**src/rtl/usr_shift_sequencer_if.sv**
```systemverilog
// ----------------------------------------------------------------------------
// usr_shift_sequencer_if
// Groups the job handshake and the shift-register command pins of
// usr_shift_sequencer.
//   in_valid/in_ready : job handshake (host -> sequencer)
//   in_data/in_dir/in_count : job fields (word, 0=right 1=left, shift count)
//   usr_ctrl/usr_data : commands to the shift register (00 hold, 01 right,
//                       10 left, 11 load)
//   busy/done         : status (done is a one-cycle pulse per finished job)
//   hold              : stall input, present only with USR_SEQ_HOLD_EN defined
// Modports: master = host side, slave = sequencer side.
// ----------------------------------------------------------------------------
interface usr_shift_sequencer_if #(
  parameter int WIDTH = 8,
  parameter int CW    = $clog2(WIDTH + 1)
);
  logic             in_valid;
  logic             in_ready;
  logic [WIDTH-1:0] in_data;
  logic             in_dir;
  logic [CW-1:0]    in_count;
  logic [1:0]       usr_ctrl;
  logic [WIDTH-1:0] usr_data;
  logic             busy;
  logic             done;
`ifdef USR_SEQ_HOLD_EN
  logic             hold;
`endif

  modport master (
`ifdef USR_SEQ_HOLD_EN
    output hold,
`endif
    output in_valid, in_data, in_dir, in_count,
    input  in_ready, usr_ctrl, usr_data, busy, done
  );

  modport slave (
`ifdef USR_SEQ_HOLD_EN
    input  hold,
`endif
    input  in_valid, in_data, in_dir, in_count,
    output in_ready, usr_ctrl, usr_data, busy, done
  );
endinterface

```
**src/rtl/usr_shift_sequencer.sv**
```systemverilog
// ----------------------------------------------------------------------------
// usr_shift_sequencer
// Command sequencer for a universal shift register. Accepts a job
// {word, direction, shift count} over valid/ready, then drives the register
// with one LOAD cycle followed by N SHIFT cycles, and pulses done.
// Ports:
//   clk   : single clock, rising edge
//   reset : synchronous, active-high
//   bus   : usr_shift_sequencer_if.slave (handshake, job fields, register
//           commands, busy/done, optional hold)
// Optional feature macro: USR_SEQ_HOLD_EN adds the hold input, which stalls
// the job in LOAD/SHIFT (usr_ctrl forced to 00) and blocks acceptance in IDLE.
// Outputs are decoded from the registered state (plus hold when enabled).
// ----------------------------------------------------------------------------
module usr_shift_sequencer #(
  parameter int WIDTH = 8,
  parameter int CW    = $clog2(WIDTH + 1)
) (
  input logic                  clk,
  input logic                  reset,
  usr_shift_sequencer_if.slave bus
);

  typedef enum logic [1:0] {
    IDLE  = 2'd0,
    LOAD  = 2'd1,
    SHIFT = 2'd2,
    DONE  = 2'd3
  } state_t;

  localparam logic [CW-1:0] WIDTH_CW = CW'(WIDTH);
  localparam logic [CW-1:0] ONE_CW   = CW'(1);

  state_t           state_reg, state_next;
  logic [WIDTH-1:0] data_reg, data_next;
  logic             dir_reg, dir_next;
  logic [CW-1:0]    count_reg, count_next;
  logic [CW-1:0]    remaining_reg, remaining_next;

  logic             hold_active;
  logic [CW-1:0]    count_clamped;
  logic             in_ready;
  logic [1:0]       usr_ctrl;
  logic             busy;
  logic             done;

`ifdef USR_SEQ_HOLD_EN
  assign hold_active = bus.hold;
`else
  assign hold_active = 1'b0;
`endif

  // Counts beyond the register width would only shift zeros in; clamp them
  // before capture so the job length is bounded by WIDTH shifts.
  assign count_clamped = (bus.in_count > WIDTH_CW) ? WIDTH_CW : bus.in_count;

  always_ff @(posedge clk) begin
    if (reset) begin
      state_reg     <= IDLE;
      data_reg      <= '0;
      dir_reg       <= 1'b0;
      count_reg     <= '0;
      remaining_reg <= '0;
    end else begin
      state_reg     <= state_next;
      data_reg      <= data_next;
      dir_reg       <= dir_next;
      count_reg     <= count_next;
      remaining_reg <= remaining_next;
    end
  end

  always_comb begin
    state_next     = state_reg;
    data_next      = data_reg;
    dir_next       = dir_reg;
    count_next     = count_reg;
    remaining_next = remaining_reg;
    in_ready       = 1'b0;
    usr_ctrl       = 2'b00;
    busy           = 1'b1;
    done           = 1'b0;

    case (state_reg)
      IDLE: begin
        busy     = 1'b0;
        in_ready = !hold_active;
        if (bus.in_valid && !hold_active) begin
          data_next  = bus.in_data;
          dir_next   = bus.in_dir;
          count_next = count_clamped;
          state_next = LOAD;
        end
      end

      LOAD: begin
        if (!hold_active) begin
          usr_ctrl = 2'b11;
          if (count_reg == '0) begin
            state_next = DONE;
          end else begin
            remaining_next = count_reg;
            state_next     = SHIFT;
          end
        end
      end

      SHIFT: begin
        if (!hold_active) begin
          usr_ctrl = dir_reg ? 2'b10 : 2'b01;
          // remaining is at least 1 in SHIFT; the guard keeps it from
          // wrapping should the state ever be entered otherwise.
          if (remaining_reg != '0) begin
            remaining_next = remaining_reg - ONE_CW;
          end
          if (remaining_reg <= ONE_CW) begin
            state_next = DONE;
          end
        end
      end

      DONE: begin
        done       = 1'b1;
        state_next = IDLE;
      end

      default: begin
        state_next = IDLE;
      end
    endcase
  end

  assign bus.in_ready = in_ready;
  assign bus.usr_ctrl = usr_ctrl;
  assign bus.usr_data = data_reg;
  assign bus.busy     = busy;
  assign bus.done     = done;

endmodule

```
**src/flat_wrapper.sv**
```systemverilog
// flat-port wrapper written by rule: the top's interface ports become plain ports
module usr_shift_sequencer_flat 
#(
  parameter int WIDTH = 8,
  parameter int CW    = $clog2(WIDTH + 1)
)
  (clk, reset, bus_in_valid, bus_in_data, bus_in_dir, bus_in_count, bus_in_ready, bus_usr_ctrl, bus_usr_data, bus_busy, bus_done);
  usr_shift_sequencer_if #(.WIDTH(WIDTH), .CW(CW)) bus_i ();
  input logic clk;
  input logic reset;
  input wire logic [$bits(bus_i.in_valid)-1:0] bus_in_valid;
  input wire logic [$bits(bus_i.in_data)-1:0] bus_in_data;
  input wire logic [$bits(bus_i.in_dir)-1:0] bus_in_dir;
  input wire logic [$bits(bus_i.in_count)-1:0] bus_in_count;
  output wire logic [$bits(bus_i.in_ready)-1:0] bus_in_ready;
  output wire logic [$bits(bus_i.usr_ctrl)-1:0] bus_usr_ctrl;
  output wire logic [$bits(bus_i.usr_data)-1:0] bus_usr_data;
  output wire logic [$bits(bus_i.busy)-1:0] bus_busy;
  output wire logic [$bits(bus_i.done)-1:0] bus_done;
  assign bus_i.in_valid = bus_in_valid;
  assign bus_i.in_data = bus_in_data;
  assign bus_i.in_dir = bus_in_dir;
  assign bus_i.in_count = bus_in_count;
  assign bus_in_ready = bus_i.in_ready;
  assign bus_usr_ctrl = bus_i.usr_ctrl;
  assign bus_usr_data = bus_i.usr_data;
  assign bus_busy = bus_i.busy;
  assign bus_done = bus_i.done;
  usr_shift_sequencer #(.WIDTH(WIDTH), .CW(CW)) u_core (.clk(clk), .reset(reset), .bus(bus_i));
endmodule
```
**config.mk**
```make
export PLATFORM = sky130hd
export DESIGN_NAME = usr_shift_sequencer_flat
export DESIGN_NICKNAME = d
export VERILOG_FILES = /design/src/rtl/usr_shift_sequencer_if.sv /design/src/rtl/usr_shift_sequencer.sv /design/src/flat_wrapper.sv
export SDC_FILE = /design/constraint.sdc
export NUM_CORES = 1
export LEC_CHECK = 0
export BUFFER_PORTS_ARGS = -buffer_cell sky130_fd_sc_hd__buf_2
export CORE_MARGIN = 3
export CORE_UTILIZATION = 43
export DETAILED_ROUTE_END_ITERATION = 16
export PLACE_DENSITY = 0.73
export SLEW_MARGIN = 20
export SYNTH_ARGS = -nofsm -noshare
export SYNTH_HDL_FRONTEND = slang
export SYNTH_SLANG_ARGS = --single-unit
```
**constraint.sdc**
```tcl
create_clock -name clk -period 2.54 [get_ports clk]
set_clock_uncertainty 0.2 [all_clocks]
set_input_delay 0.127 -clock clk [delete_from_list [all_inputs] [get_ports clk]]
set_output_delay 0.127 -clock clk [all_outputs]
set_load 0.01 [all_outputs]
```
==> out/results.tsv <==
metric	value	unit
Buf/Inv on CP	2	
worst endpoint data arrival time	2290	ps
GP Congestion	0.798	
Final Hold Viols	0	
DRC	0	
DRT antenna net count	0	
Largest stage delay, worst path	570	ps
Least-Margin Pin Slew	442	ps
Post-CTS Setup Bufs	0	
CTS clk-pin slew, worst paths	120	ps
worst r2r dst	u_core.count_reg[0]$_SDFFE_PP0P_	
CTS tree	yes	
CTS Buffer Depth	2	
power share of the combinational group	49.0	%
hold_sp	reset	
hpwl dp	1500	µm
CP startpoint kind	flip-flop	
max reg flops	8	
Clock Sink Count	19	
DR WL/cell	12.0	µm
FF-to-FF Start	u_core.state_reg[0]$_SDFFE_PP0P_	
GRT Total Usage	18.2	%
placement row count	16	
CP Capture Type	flip-flop	
kind of critical path	reg2reg	
initial antenna violation count	0	
Flop pwr share	36.5	%
Synth Cell Area	975	µm²
first-pass GRT wire length	3840	µm
Total Wirelength	2240	µm
R2R setup slack	300	ps
Slew HR	70.5	%
Syn Inst Count	117	
ANT cells	0	
Sw Share	41.0	%
CTS H-tree depth	1	
worst-skew pair later-pin latency	300	ps
power per cell area	857	nW/µm²
EDFF count, synth	0	
setup TNS	0	ps
Internal Power	663	µW
WHS Path Cells	2	
reported max-cap violation count	0	
clock power share	14.5	%
vias per cell	5.10	
TritonCTS Buffers	3	
post_cts resized	0	
Netlist cell types	32	
largest net degree at the start of global routing	21	
Leak Pwr	0.548	nW
Worst Setup SP	u_core.state_reg[0]$_SDFFE_PP0P_	
RSZ-0062 raised after global routing	false	
fin nets	184	
final setup violating endpoints	0	
1st-iter DRT viols	9	
Vias	953	
CP max stage cell	dlygate4sd3_1	
IO Pins	29	
Power Total	1.12	mW
Synth warnings	0	
GRT overflow	0	
Hold Crit Endpoint	u_core.bus.usr_data[6]$_SDFFE_PP0P_	
Root Buffer	clkbuf_4	
Post-Syn Nets	140	
largest fanout on the critical path	13	
P_sw	460	µW
Tcrit/Tclk final	88.2	%
Highest Clock Rate	446	MHz
Port Buffer Count	28	
worst path cell trace	inv_1 > ha_1 > and2_1 > nand3b_1 > dlygate4sd3_1 > a21oi_1	
number of synthesized register bits	19	
Initial DRT Pass Iterations	4	
die height	53.6	µm
max-slew violations	0	
sequential share of the synthesized area	39.0	%
Async SR Flop Fraction	0	%
run status	completed	
full die area	2870	µm²
mean post-synth cell area	8.33	µm²
vias in the first global route	904	
P&R area growth vs syn	34.4	%
Hold Path Class	in2reg	
WP data required	2580	ps
top_reg_cell synth	dfxtp_1	
Initial Utilization	47.3	%
chip width	53.6	µm
delay-heaviest family, CP	buffers and inverters	
proportion of layout cells with a drive suffix above 1	22.5	%
reg2reg path depth	6	
core footprint	2060	µm²
Final Critical Period	2240	ps
peak supply drop	0.000558	V
how the worst max path moves through the flow:
stage          slack [ps]                                   end  depth (start not counted)
3_3_place_gp          450  u_core.remaining_reg[0]$_SDFFE_PP0P_                          6
3_5_place_dp          390  u_core.remaining_reg[0]$_SDFFE_PP0P_                          6
5_1_grt                90      u_core.count_reg[1]$_SDFFE_PP0P_                          6
6_report              300      u_core.count_reg[0]$_SDFFE_PP0P_                          6
2_1_floorplan         700      u_core.state_reg[0]$_SDFFE_PP0P_                          6
4_1_cts               300      u_core.count_reg[0]$_SDFFE_PP0P_                          6
cells by family after synthesis:
family          share of synthesized area [%]
compound gates                           21.1
fa+ha+maj                                8.99
buf+inv                                  5.26
flops                                    39.0
simple gates                             25.7
power groups by stage:
stage | Clock (mW) | Combinational, mW | Sequential, mW
after floorplan | 0 | 0.386 | 0.417
after global placement | 0 | 0.515 | 0.413
after detailed placement | 0 | 0.525 | 0.417
after CTS | 0.169 | 0.551 | 0.409
after global routing | 0.186 | 0.623 | 0.420
final | 0.162 | 0.550 | 0.410
Yosys cell counts, types with 2 or more instances:
cell	number	area, µm²
a21oi_1	18	90.1
clkbuf_1	4	15.0
dfxtp_1	19	380
ha_1	7	87.6
inv_1	6	22.5
nand2_1	27	101
nand3b_1	5	37.5
nor2_1	3	11.3
nor2b_1	3	18.8
o21ai_0	2	10.0
o31a_1	2	17.5
timing repair:
item | CTS | global route
setup endpoints to repair | 0 | 0
hold buffers | 16 | 0
hold endpoints to repair | 13 | 0
placed cells by master (no fill, tap or decap), drive strengths merged, types with 2 or more instances in the layout:
cell type	synthesis	final
buf	0	28
nand2	27	27
dfxtp	19	19
a21oi	18	18
dlygate4sd3	0	16
ha	7	7
inv	6	6
nand3b	5	5
nor2b	3	3
nor2	3	3
clkbuf	5	3
o21ai	3	3
o31a	2	2
o211ai	2	2
per-layer routing:
layer	GRT usage (%)	vias to the layer above	wire length [µm]
met3	6.93	2	165
met1	21.3	429	988
met4	3.83	0	13
met5	0	-	0
met2	31.4	33	1070
li1	-	489	-
final cells by class:
| type | count | area (µm²) |
|---|---|---|
| clock inverters | 1 | 7.51 |
| repair buffers | 44 | 300 |
| inverters | 6 | 22.5 |
| fillers | 188 | 752 |
| flip-flops and latches | 19 | 380 |
| clock buffers | 3 | 22.5 |
| well taps | 27 | 33.8 |
| multi-input cells | 87 | 543 |
stage by stage:
stage / hold WS, ps / setup slack [ps] / area, µm² / std cells / util [%]
floorplan: 60.6 / 699 / 975 / 117 / -
global placement: 167 / 447 / 1120 / 167 / 54.3
detailed placement: 176 / 386 / 1120 / 167 / 54.3
CTS: 16.1 / 300 / 1310 / 187 / 63.5
global route: 29.9 / 90.8 / 1310 / 187 / 63.5
finish: 33.5 / 299 / 1310 / 187 / 63.5
No activity file was read; power rests on OpenSTA's default activity.
